**src/rtl/uart_cmd_parser_if.sv**
```systemverilog
// Command port carrying validated register writes from uart_cmd_parser
// to the camera register-programming master.
interface uart_cmd_parser_if;
  logic [7:0]  addr;
  logic [15:0] data;
  logic        valid;
  logic        ready;

  modport master (output addr, output data, output valid, input ready);
  modport slave  (input addr, input data, input valid, output ready);
endinterface

```
**src/rtl/uart_cmd_parser.sv**
```systemverilog
// Frames UART bytes into register-write commands: SYNC, ADDR, DATA_H, DATA_L[, CSUM].
// Optional feature macro: UART_CMD_CHECKSUM_EN adds the trailing XOR checksum byte and its check.
module uart_cmd_parser #(
  parameter logic [7:0]  SYNC_BYTE      = 8'hAA,
  parameter int unsigned TIMEOUT_CYCLES = 65535
) (
  input  logic              clk,
  input  logic              rst_n,
  input  logic [7:0]        rxd_data_i,
  input  logic              rxd_ready_i,
  uart_cmd_parser_if.master cmd,
  output logic              err_o,
  output logic [7:0]        err_count_o,
  output logic              busy_o
);

  localparam logic [15:0] TMO_LAST = 16'(TIMEOUT_CYCLES - 32'd1);

  typedef enum logic [2:0] {
    ST_IDLE  = 3'd0,
    ST_ADDR  = 3'd1,
    ST_DH    = 3'd2,
    ST_DL    = 3'd3,
`ifdef UART_CMD_CHECKSUM_EN
    ST_CSUM  = 3'd4,
`endif
    ST_ISSUE = 3'd5
  } state_e;

`ifdef UART_CMD_CHECKSUM_EN
  function automatic logic [7:0] csum8(input logic [7:0] a, input logic [7:0] b,
                                       input logic [7:0] c);
    return a ^ b ^ c;
  endfunction
`endif

  state_e      state_q;
  logic        rdy_q;
  logic [15:0] tmo_q;
  logic [7:0]  addr_q;
  logic [7:0]  dh_q;
`ifdef UART_CMD_CHECKSUM_EN
  logic [7:0]  dl_q;
`endif
  logic [7:0]  cmd_addr_q;
  logic [15:0] cmd_data_q;
  logic        cmd_valid_q;
  logic        err_q;
  logic [7:0]  err_count_q;
  logic        busy_q;

  logic rise_s;
  logic in_pkt_s;
  logic timeout_s;
  logic overrun_s;
  logic csum_bad_s;
  logic err_s;
  logic hs_s;

  // Byte-arrival edge detect and the three mutually exclusive error causes.
  always_comb begin
    rise_s     = rxd_ready_i & ~rdy_q;
    hs_s       = cmd_valid_q & cmd.ready;
    in_pkt_s   = 1'b0;
    overrun_s  = 1'b0;
    csum_bad_s = 1'b0;
    case (state_q)
      ST_ADDR, ST_DH, ST_DL: in_pkt_s = 1'b1;
`ifdef UART_CMD_CHECKSUM_EN
      ST_CSUM: begin
        in_pkt_s   = 1'b1;
        csum_bad_s = rise_s & (rxd_data_i != csum8(addr_q, dh_q, dl_q));
      end
`endif
      ST_ISSUE: overrun_s = rise_s;
      default:  in_pkt_s = 1'b0;
    endcase
    // A byte landing in the expiry cycle wins over the timeout.
    timeout_s = in_pkt_s & ~rise_s & (tmo_q == TMO_LAST);
    err_s     = timeout_s | overrun_s | csum_bad_s;
  end

  // Packet FSM with registered command, error and busy outputs.
  always_ff @(posedge clk or negedge rst_n) begin
    if (!rst_n) begin
      state_q     <= ST_IDLE;
      rdy_q       <= 1'b1;
      tmo_q       <= 16'd0;
      addr_q      <= 8'd0;
      dh_q        <= 8'd0;
`ifdef UART_CMD_CHECKSUM_EN
      dl_q        <= 8'd0;
`endif
      cmd_addr_q  <= 8'd0;
      cmd_data_q  <= 16'd0;
      cmd_valid_q <= 1'b0;
      err_q       <= 1'b0;
      err_count_q <= 8'd0;
      busy_q      <= 1'b0;
    end else begin
      rdy_q <= rxd_ready_i;
      err_q <= err_s;
      if (err_s && (err_count_q != 8'hFF)) begin
        err_count_q <= err_count_q + 8'd1;
      end

      if (rise_s || !in_pkt_s || timeout_s) begin
        tmo_q <= 16'd0;
      end else begin
        tmo_q <= tmo_q + 16'd1;
      end

      if (timeout_s) begin
        state_q <= ST_IDLE;
        busy_q  <= 1'b0;
      end else begin
        case (state_q)
          ST_IDLE: begin
            if (rise_s && (rxd_data_i == SYNC_BYTE)) begin
              state_q <= ST_ADDR;
              busy_q  <= 1'b1;
            end
          end
          ST_ADDR: begin
            if (rise_s) begin
              addr_q  <= rxd_data_i;
              state_q <= ST_DH;
            end
          end
          ST_DH: begin
            if (rise_s) begin
              dh_q    <= rxd_data_i;
              state_q <= ST_DL;
            end
          end
          ST_DL: begin
            if (rise_s) begin
`ifdef UART_CMD_CHECKSUM_EN
              dl_q        <= rxd_data_i;
              state_q     <= ST_CSUM;
`else
              cmd_addr_q  <= addr_q;
              cmd_data_q  <= {dh_q, rxd_data_i};
              cmd_valid_q <= 1'b1;
              state_q     <= ST_ISSUE;
`endif
            end
          end
`ifdef UART_CMD_CHECKSUM_EN
          ST_CSUM: begin
            if (rise_s) begin
              if (csum_bad_s) begin
                state_q <= ST_IDLE;
                busy_q  <= 1'b0;
              end else begin
                cmd_addr_q  <= addr_q;
                cmd_data_q  <= {dh_q, dl_q};
                cmd_valid_q <= 1'b1;
                state_q     <= ST_ISSUE;
              end
            end
          end
`endif
          ST_ISSUE: begin
            // Overrun bytes are dropped here; only the handshake leaves ISSUE.
            if (hs_s) begin
              cmd_valid_q <= 1'b0;
              state_q     <= ST_IDLE;
              busy_q      <= 1'b0;
            end
          end
          default: begin
            cmd_valid_q <= 1'b0;
            state_q     <= ST_IDLE;
            busy_q      <= 1'b0;
          end
        endcase
      end
    end
  end

  assign cmd.addr    = cmd_addr_q;
  assign cmd.data    = cmd_data_q;
  assign cmd.valid   = cmd_valid_q;
  assign err_o       = err_q;
  assign err_count_o = err_count_q;
  assign busy_o      = busy_q;

endmodule

```
**src/flat_wrapper.sv**
```systemverilog
// flat-port wrapper written by rule: the top's interface ports become plain ports
module uart_cmd_parser_flat 
#(
  parameter logic [7:0]  SYNC_BYTE      = 8'hAA,
  parameter int unsigned TIMEOUT_CYCLES = 65535
)
  (clk, rst_n, rxd_data_i, rxd_ready_i, err_o, err_count_o, busy_o, cmd_addr, cmd_data, cmd_valid, cmd_ready);
  uart_cmd_parser_if cmd_i ();
  input  logic clk;
  input  logic rst_n;
  input  logic [7:0] rxd_data_i;
  input  logic rxd_ready_i;
  output logic err_o;
  output logic [7:0] err_count_o;
  output logic busy_o;
  output wire logic [$bits(cmd_i.addr)-1:0] cmd_addr;
  output wire logic [$bits(cmd_i.data)-1:0] cmd_data;
  output wire logic [$bits(cmd_i.valid)-1:0] cmd_valid;
  input wire logic [$bits(cmd_i.ready)-1:0] cmd_ready;
  assign cmd_addr = cmd_i.addr;
  assign cmd_data = cmd_i.data;
  assign cmd_valid = cmd_i.valid;
  assign cmd_i.ready = cmd_ready;
  uart_cmd_parser #(.SYNC_BYTE(SYNC_BYTE), .TIMEOUT_CYCLES(TIMEOUT_CYCLES)) u_core (.clk(clk), .rst_n(rst_n), .rxd_data_i(rxd_data_i), .rxd_ready_i(rxd_ready_i), .cmd(cmd_i), .err_o(err_o), .err_count_o(err_count_o), .busy_o(busy_o));
endmodule
```
**config.mk**
```make
export PLATFORM = sky130hd
export DESIGN_NAME = uart_cmd_parser_flat
export DESIGN_NICKNAME = d
export VERILOG_FILES = /design/src/rtl/uart_cmd_parser_if.sv /design/src/rtl/uart_cmd_parser.sv /design/src/flat_wrapper.sv
export SDC_FILE = /design/constraint.sdc
export NUM_CORES = 1
export LEC_CHECK = 0
export CAP_MARGIN = 20
export CORE_ASPECT_RATIO = 0.6
export CORE_MARGIN = 8
export CORE_UTILIZATION = 53
export DETAILED_ROUTE_END_ITERATION = 12
export PLACE_DENSITY = 0.84
export SLEW_MARGIN = 15
export SYNTH_ARGS = -nofsm -noshare
export SYNTH_HDL_FRONTEND = slang
export SYNTH_SLANG_ARGS = --single-unit
```
**constraint.sdc**
```tcl
create_clock -name clk -period 2.28 [get_ports clk]
set_input_delay 0.228 -clock clk [delete_from_list [all_inputs] [get_ports clk]]
set_output_delay 0.228 -clock clk [all_outputs]
set_load 0.005 [all_outputs]
```
======== After elaboration in Yosys (flattened, before gate mapping) ========
Cells that the tools add are included.
operators by class
  equality and inequality tests ........... 15
  multiply operators ...................... 0
  shift operators ......................... 0
  divide/modulo/power cells ............... 0
  $add $sub $neg .......................... 2
  order comparisons ....................... 0
  reductions and logical operators ........ 14
  bitwise logic cells ..................... 9
  mux-type cells .......................... 16
operators with widths
  operator                                                count
  two-way mux 3 bit                                       6
  adder 16 x 1 -> 16 bit (second input constant)          1
  == test 16 bit (second input constant)                  1
  two-way mux 16 bit                                      1
  inequality test 3 x 1 -> 1 bit (second input constant)  5
  one-hot mux 3 bit (5 select lines)                      1
  AND reduction 3 bit                                     4
  adder 8 x 1 -> 8 bit (second input constant)            1
  == test 8 bit (second input constant)                   1
  inequality test 8 bit (second input constant)           1
  == test 3 x 2 -> 1 bit (second input constant)          2
  two-way mux 1 bit                                       6
  inequality test 2 x 1 -> 1 bit (second input constant)  3
  one-hot mux 1 bit (3 select lines)                      2
  OR reduction 3 bit                                      2
  AND reduction 5 bit                                     1
  bitwise AND 1 bit                                       4
  NOT 1 bit                                               4
  AND reduction 4 bit                                     1
  == test 3 x 1 -> 1 bit (second input constant)          1
  == test 3 bit (second input constant)                   1
  logical NOT 3 bit                                       1
  logical AND 1 bit                                       2
  logical OR 1 bit                                        2
  2 further kinds                                         2
storage, ports and cells
  memory bits (read-only) ................. 0
  flip-flop bits (word level) ............. 71
  latch bits .............................. 0
  memories kept ........................... 0
  output and inout port bits .............. 35
  input port bits ......................... 12
  memory bits (writable) .................. 0

======== Longest topological paths before layout ========
Gate-level depths: netlist (run 1).
  depth in word-level cells ............... 7
  mapped depth ............................ 8

======== Least setup slack after synthesis (run 1) ========
Ideal clock, no wire load.
  kind .................................... register -> register
  start ................................... register u_core.tmo_q[6]
  end ..................................... register u_core.err_count_q[7], in the netlist u_core.err_count_o[7]
  setup slack ............................. 466 ps
  path buffers ............................ 0
  stages on the path, launching flop included .. 6
  arrival ................................. 1686 ps
  cell sequence ........................... dfrtp_1 nand4_1 nor4_4 a21oi_2 nor3_1 mux2_1
on the way
  cells in the longest elaborated chain, start to end .. 4
RTL lines
  element                 line                    source
  from (decl)             uart_cmd_parser.sv:39   logic [15:0] tmo_q;
  from (signal assigned)  uart_cmd_parser.sv:110  tmo_q <= tmo_q + 16'd1;
  == test 16 bit          uart_cmd_parser.sv:79   timeout_s = in_pkt_s & ~rise_s & (tmo_q == TMO_LAST);
  bitwise AND 1 bit       uart_cmd_parser.sv:79
  OR 1 bit                uart_cmd_parser.sv:80   err_s = timeout_s | overrun_s | csum_bad_s;
  logical AND 1 bit       uart_cmd_parser.sv:103  if (err_s && (err_count_q != 8'hFF)) begin
  to (signal assigned)    uart_cmd_parser.sv:104  err_count_q <= err_count_q + 8'd1;
  to (decl)               uart_cmd_parser.sv:49   logic [7:0] err_count_q;
Every way passes these cells.
A chain may end at the register's enable or synchronous reset.

======== Worst setup path in the final report (run 1) ========
  start ................................... register u_core.tmo_q[2]
  end ..................................... register u_core.err_count_q[3], in the netlist u_core.err_count_o[3]
The elaborated chain is that of the path after synthesis.

==> parameters.txt, run 1 <==
Parameter                              Value

Setup path
  Cell Chain, Critical Path ... nand4_4, nor4_4, a21oi_2, buf_4, nor3_1, xor2_1
  Crit. End Element ... flop
  WP data required ... 2550 ps
  Register-to-register setup slack ... 360 ps
  Delay-heaviest family, CP ... simple AND/OR/NAND/NOR gates
  Type of the worst setup path ... reg -> reg
  Largest stage delay on the critical path ... 490 ps
  Highest-delay cell along the critical path ... sky130_fd_sc_hd__dfrtp_1
  Max Fanout on Critical Path ... 6
  Crit start category ... flop
  Number of buffer and inverter stages on the critical path ... 1
  Data arrival at the endpoint of the critical path ... 2190 ps

Clocking
  H-tree levels ... 3
  CTS tree ... built
  Later-pin clock latency in the skew report ... 340 ps
  Total CTS buffers ... 9
  CTS root buffer ... sky130_fd_sc_hd__clkbuf_8
  Sink Count ... 71
  Number of buffers inserted by hold repair at cts ... 1
  Number of buffers inserted to repair setup after CTS ... 0
  Clock slew seen by the registers of the worst setup and hold paths ... 70 ps
  Post-CTS resize count ... 0
  Clock Path Buffers ... 2

Layout
  Signed area change from the synthesized netlist to the final layout ... 26.4%
  Antenna diodes ... 0
  Highest-count cells in the layout ignoring fill and taps ... 70 x sky130_fd_sc_hd__dfrtp_1, 45 x sky130_fd_sc_hd__clkdlybuf4s50_1, 30 x sky130_fd_sc_hd__mux2_1, 27 x sky130_fd_sc_hd__nor2_1, 13 x sky130_fd_sc_hd__xor2_1
  Final #Nets ... 312
  Commonest non-fill, non-tap cell in the layout ... sky130_fd_sc_hd__dfrtp_1
  Non-filler cells, final ... 382
  Share of layout cells above drive strength 1 ... 0.136

Min path
  Path type of the worst min-delay path ... in -> reg

STA
  Minimum clock period after layout ... 1920 ps
  Setup TNS ... 0 ps
  Achievable frequency ... 521 MHz
  Final setup violation count ... 0
  Final-report hold violation count ... 0
  Worst slew slack as a fraction of its limit ... 0.618
  Final clock skew ... 4.83 ps
  Worst setup slack after layout ... 361 ps
  RSZ-0062 raised after global routing ... no
  Final count of pins violating max slew ... 0
  Tcrit/Tclk final ... 0.842
  Slew at the pin with the worst max-slew slack ... 572 ps
  Worst hold slack across all endpoints ... 345 ps

Synth
  Per-instance average area after synthesis ... 12.7 um2
  Library cell occupying the most area in the post-synthesis netlist ... sky130_fd_sc_hd__dfrtp_1
  Syn Nets ... 255
  Fraction of synthesized cell area taken by the top area cell type ... 0.576
  Count of cell types in the netlist ... 37
  Flop and latch count out of synthesis ... 71
  Sequential cell area fraction in the yosys report ... 0.585
  Total number of yosys warnings ... 0
  Mapped Area ... 3040 um2
  Top cells by area in the synthesized netlist ... sky130_fd_sc_hd__dfrtp_1 58%, sky130_fd_sc_hd__mux2_1 11%, sky130_fd_sc_hd__mux2_2 4.4%
  Count of mapped cells out of synthesis ... 240

Route
  Via count ... 1,966
  Starting DRT DRC Count ... 117
  Routed WL ... 5960 um
  DRC errors left ... 0
  WL per Instance ... 15.6 um
  Average via count per standard cell ... 5.15
  Post-route antenna net violation count ... 0
  TritonRoute pass-1 iters ... 4

Floorplanning
  Initial core utilization ... 0.546
  Area of the die ... 8500 um2
  Number of cell rows ... 21
  Vertical die dimension ... 74.7 um
  Number of top-level pins ... 47
  Floorplan die width ... 114 um
  Core region area ... 5570 um2

Global routing
  Pin count of the biggest net entering global routing ... 48
  Number of global-route vias before repair ... 1,995
  GRT Resource Usage Total ... 0.159
  Initial antenna violation count ... 0
  Congestion Overflow GR ... 0
  Global-route wire length before repair ... 10,300 um

Placed design
  HPWL reported at the end of detailed placement ... 4120 um
  Total instance count after detailed placement ... 365
  Final GP Congestion ... 0.785
  Worst slack at placement ... 265 ps
  Number of port buffers ... 46

Pwr
  P_leak ... 1.78 nW
  Design Power ... 3.84 mW
  Maximum ir drop on the vdd rail ... 0.516 mV
  Power density of the placed cells ... 998 nW/um2

Run
  Total of max-cap violations ... 0

Run status
  Outcome ... finished, final reports clean
final cells by class:
cell class	count	area, um2
clock buffers	10	128
clock inverters	6	85.1
fillers	408	1730
inverters	4	15.0
multi-input cells	158	1220
flip-flops and latches	71	1780
well taps	80	100
repair buffers	53	523
through the flow:
stage / cell area (um2) / utilization
5_1_grt: 3840 / 0.690
3_5_place_dp: 3620 / 0.650
4_1_cts: 3840 / 0.690
2_1_floorplan: 3040 / -
3_3_place_gp: 3620 / 0.650
6_report: 3840 / 0.690
metal layers:
metal,wire [um],GRT usage,vias to the layer above
met5,0,0,-
met4,70,0.0483,0
met3,272,0.0673,9
met2,2750,0.241,32
met1,2860,0.205,973
li1,-,-,952
cells in the mapped netlist:
library cell                n
sky130_fd_sc_hd__clkbuf_1   2
sky130_fd_sc_hd__nor3_1     8
sky130_fd_sc_hd__nor2b_1    3
sky130_fd_sc_hd__mux2i_1    1
sky130_fd_sc_hd__nand2_1   12
sky130_fd_sc_hd__a21oi_2    1
sky130_fd_sc_hd__o21a_1     1
sky130_fd_sc_hd__and2_1     1
sky130_fd_sc_hd__buf_2      5
sky130_fd_sc_hd__nor4_1     1
sky130_fd_sc_hd__o21ai_1    3
sky130_fd_sc_hd__ha_1       3
sky130_fd_sc_hd__dfrtp_1   70
sky130_fd_sc_hd__mux2_1    30
sky130_fd_sc_hd__mux2_2    12
sky130_fd_sc_hd__a211oi_1   1
sky130_fd_sc_hd__xnor2_1    6
sky130_fd_sc_hd__and4_1     2
sky130_fd_sc_hd__nor2_1    27
sky130_fd_sc_hd__and3_1     2
sky130_fd_sc_hd__o21ai_0    3
sky130_fd_sc_hd__nor4_4     2
sky130_fd_sc_hd__nor3_2     1
sky130_fd_sc_hd__nand3_1   11
sky130_fd_sc_hd__o21bai_1   1
sky130_fd_sc_hd__xor2_1    13
sky130_fd_sc_hd__a22oi_1    1
sky130_fd_sc_hd__nand4_4    1
sky130_fd_sc_hd__nor3b_1    1
sky130_fd_sc_hd__dfstp_2    1
sky130_fd_sc_hd__or4bb_1    2
sky130_fd_sc_hd__nand4_1    4
sky130_fd_sc_hd__inv_2      1
sky130_fd_sc_hd__a32oi_1    1
sky130_fd_sc_hd__a21boi_1   1
sky130_fd_sc_hd__inv_1      3
sky130_fd_sc_hd__nand2b_1   2
worst paths after layout:
| path | start | endpoint | cells past startpoint |
|---|---|---|---|
| worst max-delay path | u_core.tmo_q[2]$_DFF_PN0_ | u_core.err_count_o[3]$_DFFE_PN0P_ | 6 |
| worst min-delay path | rxd_ready_i | u_core.rdy_q$_DFF_PN1_ | 1 |
| worst max register to register | u_core.tmo_q[2]$_DFF_PN0_ | u_core.err_count_o[3]$_DFFE_PN0P_ | 6 |
| worst min register to register | u_core.dh_q[4]$_DFFE_PN0P_ | u_core.dh_q[4]$_DFFE_PN0P_ | 1 |
| max in group asynchronous | rst_n | u_core.tmo_q[2]$_DFF_PN0_ | 3 |
| min in group asynchronous | rst_n | u_core.cmd.data[14]$_DFFE_PN0P_ | 2 |
sequential cells by signal (all words and copies together), names as in the netlist:
signal              flops
u_core.err_count_o      8
u_core.dh_q             8
u_core.err_o            1
u_core.rdy_q            1
u_core.busy_o           1
u_core.addr_q           8
u_core.cmd.valid        1
u_core.cmd.addr         8
u_core.state_q          3
u_core.cmd.data        16
u_core.tmo_q           16
logic make-up after synthesis:
kind of cell / Yosys count / synth area share
XOR/XNOR: 19 / 0.0547
buffers and inverters: 11 / 0.0156
adder cells (fa/ha/maj): 3 / 0.0123
AND/OR/NAND/NOR: 80 / 0.146
AO/OA/AOI/OAI: 13 / 0.0280
multiplexers: 43 / 0.159
flip-flops: 71 / 0.585
power breakdown:
part	switching, mW	internal [mW]	total, mW
Combinational	0.363	0.572	0.935
Sequential	0.226	1.61	1.83
Clock	0.458	0.612	1.07
(Power assumes the default switching activity.)
==> run 2, diff against run 1 <==
Clock period 2.28 ns to 1.8 ns, I/O delays scaled along.
==> run 2 against run 1 <==
Critical endpoint is now u_core.err_count_o[7]$_DFFE_PN0P_. Final cell count increased by 6.5%. Non-clock buffer count increased by 25. Core utilization increased by 5.1 points. Critical path depth increased by 1. Clock skew increased by 3.0 ps. Largest cell class unchanged. Routed wire length increased by 12%. Global-route usage increased by 1.1 points. The flow now finishes with violations (negative setup slack).
==> parameters.txt, run 2 (synthesis results as in run 1) <==
Parameter                              Value

Run status
  Outcome ... finished, violations left
  Violated checks ... negative setup slack

Pwr
  Switching Share ... 0.270 (-0.00296)
  Switching pwr ... 1.40 mW (+34%)
  Gate power share ... 0.268 (+0.024)
  Maximum ir drop on the vdd rail ... 0.757 mV (+47%)
  Sequential cell fraction of total power ... 0.441 (-0.036)
  Part of the total power dissipated in the clock network ... 0.291 (+0.012)
  Power density of the placed cells ... 1260 nW/um2 (+26%)
  P_leak ... 1.94 nW (+8.7%)
  Internal power ... 3.80 mW (+36%)
  Design Power ... 5.20 mW (+36%)

Floorplanning
  Floorplan die width ... 114 um (unchanged)
  Number of top-level pins ... 47 (unchanged)
  Core region area ... 5570 um2 (unchanged)
  Vertical die dimension ... 74.7 um (unchanged)
  Area of the die ... 8500 um2 (unchanged)
  Number of cell rows ... 21 (unchanged)
  Initial core utilization ... 0.546 (unchanged)

STA
  Worst setup slack after layout ... -35.8 ps (-397 ps)
  Worst slew slack as a fraction of its limit ... 0.723 (+0.104)
  Minimum clock period after layout ... 1840 ps (-83.4 ps)
  Final setup violation count ... 1 (+1)
  Final-report hold violation count ... 0 (unchanged)
  Final clock skew ... 7.79 ps (+2.97 ps)
  Final count of pins violating max slew ... 0 (unchanged)
  RSZ-0062 raised after global routing ... yes
  Slew at the pin with the worst max-slew slack ... 415 ps (-158 ps)
  Achievable frequency ... 545 MHz (+4.5%)
  Tcrit/Tclk final ... 1.02 (+0.178)
  Worst hold slack across all endpoints ... 292 ps (-53.8 ps)

Min path
  Hold Path Sink ... u_core.rdy_q$_DFF_PN1_
  Path type of the worst min-delay path ... in -> reg
  Worst hold path depth ... 1 (unchanged)
  Launch instance of the worst min-delay path ... rxd_ready_i

Placed design
  Final GP Congestion ... 0.808 (+2.9%)
  HPWL reported at the end of detailed placement ... 4420 um (+7.1%)
  Number of port buffers ... 46 (unchanged)

Clocking
  H-tree levels ... 3 (unchanged)
  CTS root buffer ... sky130_fd_sc_hd__clkbuf_8
  CTS tree ... built
  Sink Count ... 71 (unchanged)
  Clock slew seen by the registers of the worst setup and hold paths ... 70 ps (about the same)
  Total CTS buffers ... 9 (unchanged)
  Clock Path Buffers ... 2 (unchanged)
  Later-pin clock latency in the skew report ... 350 ps (about the same)

Route
  TritonRoute pass-1 iters ... 4 (unchanged)
  DRC errors left ... 0 (unchanged)
  Routed WL ... 6680 um (+12%)
  Average via count per standard cell ... 5.11 (-0.65%)
  WL per Instance ... 16.4 um (+5.2%)
  Starting DRT DRC Count ... 91 (-22%)
  Via count ... 2,081 (+5.8%)
  Post-route antenna net violation count ... 0 (unchanged)

Setup path
  Reg2reg start ... u_core.tmo_q[0]$_DFF_PN0_
  R2r worst-path depth ... 7 (+1)
  Type of the worst setup path ... reg -> reg
  Max Fanout on Critical Path ... 7 (+1)
  Crit start category ... flop
  Cell Chain, Critical Path ... inv_1, ha_1, nand3_2, nor4_4, a21oi_4, nor3_2, mux2_1
  Data arrival at the endpoint of the critical path ... 2070 ps (-120 ps)
  Largest stage delay on the critical path ... 380 ps (-110 ps)
  Crit. End Element ... flop
  Register-to-register setup slack ... -40 ps (-400 ps)
  WP data required ... 2030 ps (-520 ps)
  Capture point of the worst reg-to-reg path ... u_core.err_count_o[7]$_DFFE_PN0P_
  Highest-delay cell along the critical path ... sky130_fd_sc_hd__dfrtp_1

Layout
  Commonest non-fill, non-tap cell in the layout ... sky130_fd_sc_hd__dfrtp_1
  Signed area change from the synthesized netlist to the final layout ... 35.7%
  Final #Nets ... 337 (+8.0%)
  Share of layout cells above drive strength 1 ... 0.223 (+0.0875)
  Highest-count cells in the layout ignoring fill and taps ... 70 x sky130_fd_sc_hd__dfrtp_1, 45 x sky130_fd_sc_hd__clkdlybuf4s50_1, 29 x sky130_fd_sc_hd__mux2_1, 28 x sky130_fd_sc_hd__buf_4, 25 x sky130_fd_sc_hd__nor2_1
  Antenna diodes ... 0 (unchanged)

Global routing
  Number of global-route vias before repair ... 2,190 (+9.8%)
  Pin count of the biggest net entering global routing ... 72 (+50%)
  Congestion Overflow GR ... 0 (unchanged)
  GRT Resource Usage Total ... 0.171 (+0.0114)
  Initial antenna violation count ... 0 (unchanged)
  Global-route wire length before repair ... 10,900 um (+5.8%)

Run
  Total of max-cap violations ... 0 (unchanged)
-- run 2: changes by cell type in the layout (fill, tap and decap cells not counted), sizes merged --
cell	delta
buf	+25
bufinv	+1
clkbuf	+1
clkinv	-1
clkinvlp	-1
-- run 2: power groups by stage --
stage / Sequential (mW) / Combinational, mW / Clock [mW]
2_1_floorplan: 2.27 / 0.573 / 0
3_3_place_gp: 2.29 / 1.32 / 0
3_5_place_dp: 2.31 / 1.36 / 0
4_1_cts: 2.29 / 1.39 / 1.54
5_1_grt: 2.35 / 1.53 / 1.61
6_report: 2.30 / 1.39 / 1.52
-- run 2: metal layers --
metal  GRT usage  share of wire  up-vias
li1            -              -      996
met1       0.211           0.46     1035
met2       0.266           0.48       42
met3      0.0697          0.053        8
met4      0.0644          0.014        0
met5           0              0        -
-- run 2: worst max path at each step --
stage / start / to / slack [ps]
after global placement: rxd_ready_i / u_core.err_count_o[7]$_DFFE_PN0P_ / -30
after global routing: u_core.tmo_q[0]$_DFF_PN0_ / u_core.err_count_o[7]$_DFFE_PN0P_ / -140
after floorplan: u_core.tmo_q[0]$_DFF_PN0_ / u_core.err_count_o[7]$_DFFE_PN0P_ / -10
after detailed placement: rxd_ready_i / u_core.err_count_o[7]$_DFFE_PN0P_ / -100
final: u_core.tmo_q[0]$_DFF_PN0_ / u_core.err_count_o[7]$_DFFE_PN0P_ / -40
after CTS: u_core.tmo_q[0]$_DFF_PN0_ / u_core.err_count_o[7]$_DFFE_PN0P_ / -30
-- run 2: critical path: cells and delay by family, from the launching register on --
family / cells / cell delay [ps]
AND/OR/NAND/NOR: 3 / 620
multiplexers: 1 / 340
buffers and inverters: 1 / 60
flip-flops: 1 / 380
adder cells (fa/ha/maj): 1 / 160
AO/OA/AOI/OAI: 1 / 160
-- run 2: cell type report --
class | count | area (um2)
inverters | 4 | 15.0
repair buffers | 78 | 736
well taps | 80 | 100
multi-input cells | 158 | 1260
clock buffers | 11 | 131
clock inverters | 5 | 106
flip-flops and latches | 71 | 1780
fillers | 360 | 1440
-- run 2: timing repair --
item | in CTS | in global routing
setup buffers | 0 | 1
hold buffers | 1 | 0
pin swaps | 0 | 2
endpoints found under the hold margin | 70 | 0
setup endpoints to repair | 1 | 13
resized for setup | 1 | 5
-- run 2: metrics by stage --
step	area [um2]	TNS, ps	instances	util	setup slack, ps
2_1_floorplan	3060	-10.4	240	-	-10.4
3_3_place_gp	3840	-66.0	389	0.690	-33.6
3_5_place_dp	3840	-1210	389	0.690	-105
4_1_cts	4100	-32.7	406	0.735	-32.7
5_1_grt	4130	-1160	407	0.741	-138
6_report	4130	-35.8	407	0.741	-35.8
==> run 3, diff against run 2 <==
Settings changed: HOLD_SLACK_MARGIN from default to 0.08, SLEW_MARGIN 15 to 5.
==> results of run 3 <==
Same layout as run 2: the final DEF is identical, and so are final timing and power.
==> edit (config.mk and constraints of run 3) <==
Reset style: synchronous (`rst_n`), changed in one clocked block.
--- a/src/rtl/uart_cmd_parser.sv
+++ b/src/rtl/uart_cmd_parser.sv
@@ -81,7 +81,7 @@
   end
 
   // Packet FSM with registered command, error and busy outputs.
-  always_ff @(posedge clk or negedge rst_n) begin
+  always_ff @(posedge clk) begin
     if (!rst_n) begin
       state_q     <= ST_IDLE;
       rdy_q       <= 1'b1;
Formal check against the unedited RTL: differs if rst_n is asserted again (counterexample within 4 cycles, from zero or initial values and one cycle with rst_n low); with rst_n held inactive, the same outputs for 10 cycles.
==> edit against run 3 <==
  * The flow still finishes with violations (negative setup slack)
  * Sequential cell count unchanged
  * Wire length grew 8.4%
  * Critical path type unchanged
  * Synthesized cell count grew 40%
  * Worst hold slack gained 160 ps
  * Clock skew decreased by 1.1 ps
  * Cell area is 5.5% lower
  * Largest cell class unchanged
  * Global-route usage up 0.97 points
  * Die area shrank 5.0%
  * Area after synthesis fell by 6.1%
  * Worst setup slack better by 13 ps
Power is not compared: it rests on default switching activity, and its combinational part moved more than twofold at a synthesized area within 25%.
==> edit: results (changes against run 3) <==
* Total Routing Usage GR at 0.180 (+0.00966)
* Result of the run: finished, violations left
* Non-clock buffer area fraction after layout at 0.203 (+0.0252)
* Share of the final layout cell area in sequential cells at 0.365 (-0.0658)
* Detailed Route WL at 7230 um (+8.4%)
* Post-cts sizing count at 0 (-1)
* Fraction of area in multi-input gates at 0.351 (+0.0455)
* Number of DRC violations after detailed-routing iteration 0 at 203 (+120%)
* Distinct cell type count after synthesis at 42 (+14%)
* Ranking of synthesized cells by area: sky130_fd_sc_hd__dfxtp_1 50%, sky130_fd_sc_hd__nand2_1 9.9%, sky130_fd_sc_hd__a21oi_1 7.0%, sky130_fd_sc_hd__nor2_1 4.1%, sky130_fd_sc_hd__mux2i_1 3.5%
* Vias per inst at 5.48 (+7.1%)
* Global-route wire length before repair at 12000 um (+9.8%)
* Worst min-delay path class: flip-flop to flip-flop
* Worst reg2reg endpoint: u_core.err_count_o[4]
* Worst Skew at 6.71 ps (-1.09 ps)
* Worst-path maximum fanout at 5 (-2)
* Final worst setup slack at -23.2 ps (+12.7 ps)
* Number of search-and-repair iterations in the first detailed-routing pass at 5 (+1)
* Final TNS setup at -39.2 ps (-3.37 ps)
* Count of cells along the worst hold path at 2 (+1)
* Fraction of final layout cells sized beyond drive strength 1 at 0.151 (-0.0722)
* Number of multi-input combinational cells in the layout at 242 (+53%)
* Launching element of the worst setup path: u_core.tmo_q[12]
* Fill cell total of the finished layout at 367 (+1.9%)
* Number of setup violations in the final report at 3 (+2)
* Average cell area after synthesis at 8.50 um^2 (-33%)
* DP Worst Slack at -71.1 ps (+33.7 ps)
* Half-perimeter wire length after detailed placement at 5070 um (+15%)
* Global placement routability congestion at 0.785 (-2.9%)
* Cell area reported after detailed placement at 3660 um^2 (-4.9%)
* Number of ordinary inverters in the final layout at 6 (+2)
* Sequential-to-total area share from yosys stat at 0.498 (-0.0869)
* Share of synthesized flip-flops with an asynchronous set or reset at 0 (-1.00)
* Final Net Count at 427 (+27%)
* Hold Crit Endpoint: u_core.cmd.data[13]
* Commonest cells post-synth: 75 x sky130_fd_sc_hd__nand2_1, 71 x sky130_fd_sc_hd__dfxtp_1, 40 x sky130_fd_sc_hd__a21oi_1
* Clock buffers at 12 (+1)
* Worst Min Path Start: u_core.cmd.data[13]
* Number of buffers inserted by port buffering at 46 (unchanged)
* Maximum number of pins on one net before global-route repair at 48 (-33%)
* Post-Route Hold Slack at 453 ps (+162 ps)
* Count of plain and timing-repair buffers at 82 (+5.1%)
* Number of placed instances with taps included at 466 (+20%)
* Post-route non-filler standard cell count at 483 (+19%)
* FF-to-FF path depth at 6 (-1)
* Vias in the first global route at 2538 (+16%)
* Violated checks: negative setup slack
* Arrival time at the worst endpoint at 2050 ps (-20 ps)
## edit: kinds of logic after synthesis
kind of cell,count (synthesis),share of synthesized area
XOR/XNOR,14,0.0429
AND/OR/NAND/NOR,159,0.265
multiplexers,10,0.0350
adder cells (fa/ha/maj),3,0.0131
AO/OA/AOI/OAI,56,0.112
buffers and inverters,23,0.0337
flip-flops,71,0.498
## edit: per-layer routing
layer,GRT usage,part of all wire
met3,0.0673,0.095
met2,0.287,0.44
met5,0,0
met4,0.0640,0.011
met1,0.219,0.45
## edit: critical path, cell delays in order (launching register included)
cell and delay, ps:
sky130_fd_sc_hd__dfxtp_1 370, sky130_fd_sc_hd__nand3_1 240, sky130_fd_sc_hd__nor4_4 320, sky130_fd_sc_hd__a21oi_2 130, sky130_fd_sc_hd__buf_4 150, sky130_fd_sc_hd__nand2b_4 140
sky130_fd_sc_hd__o311a_1 340
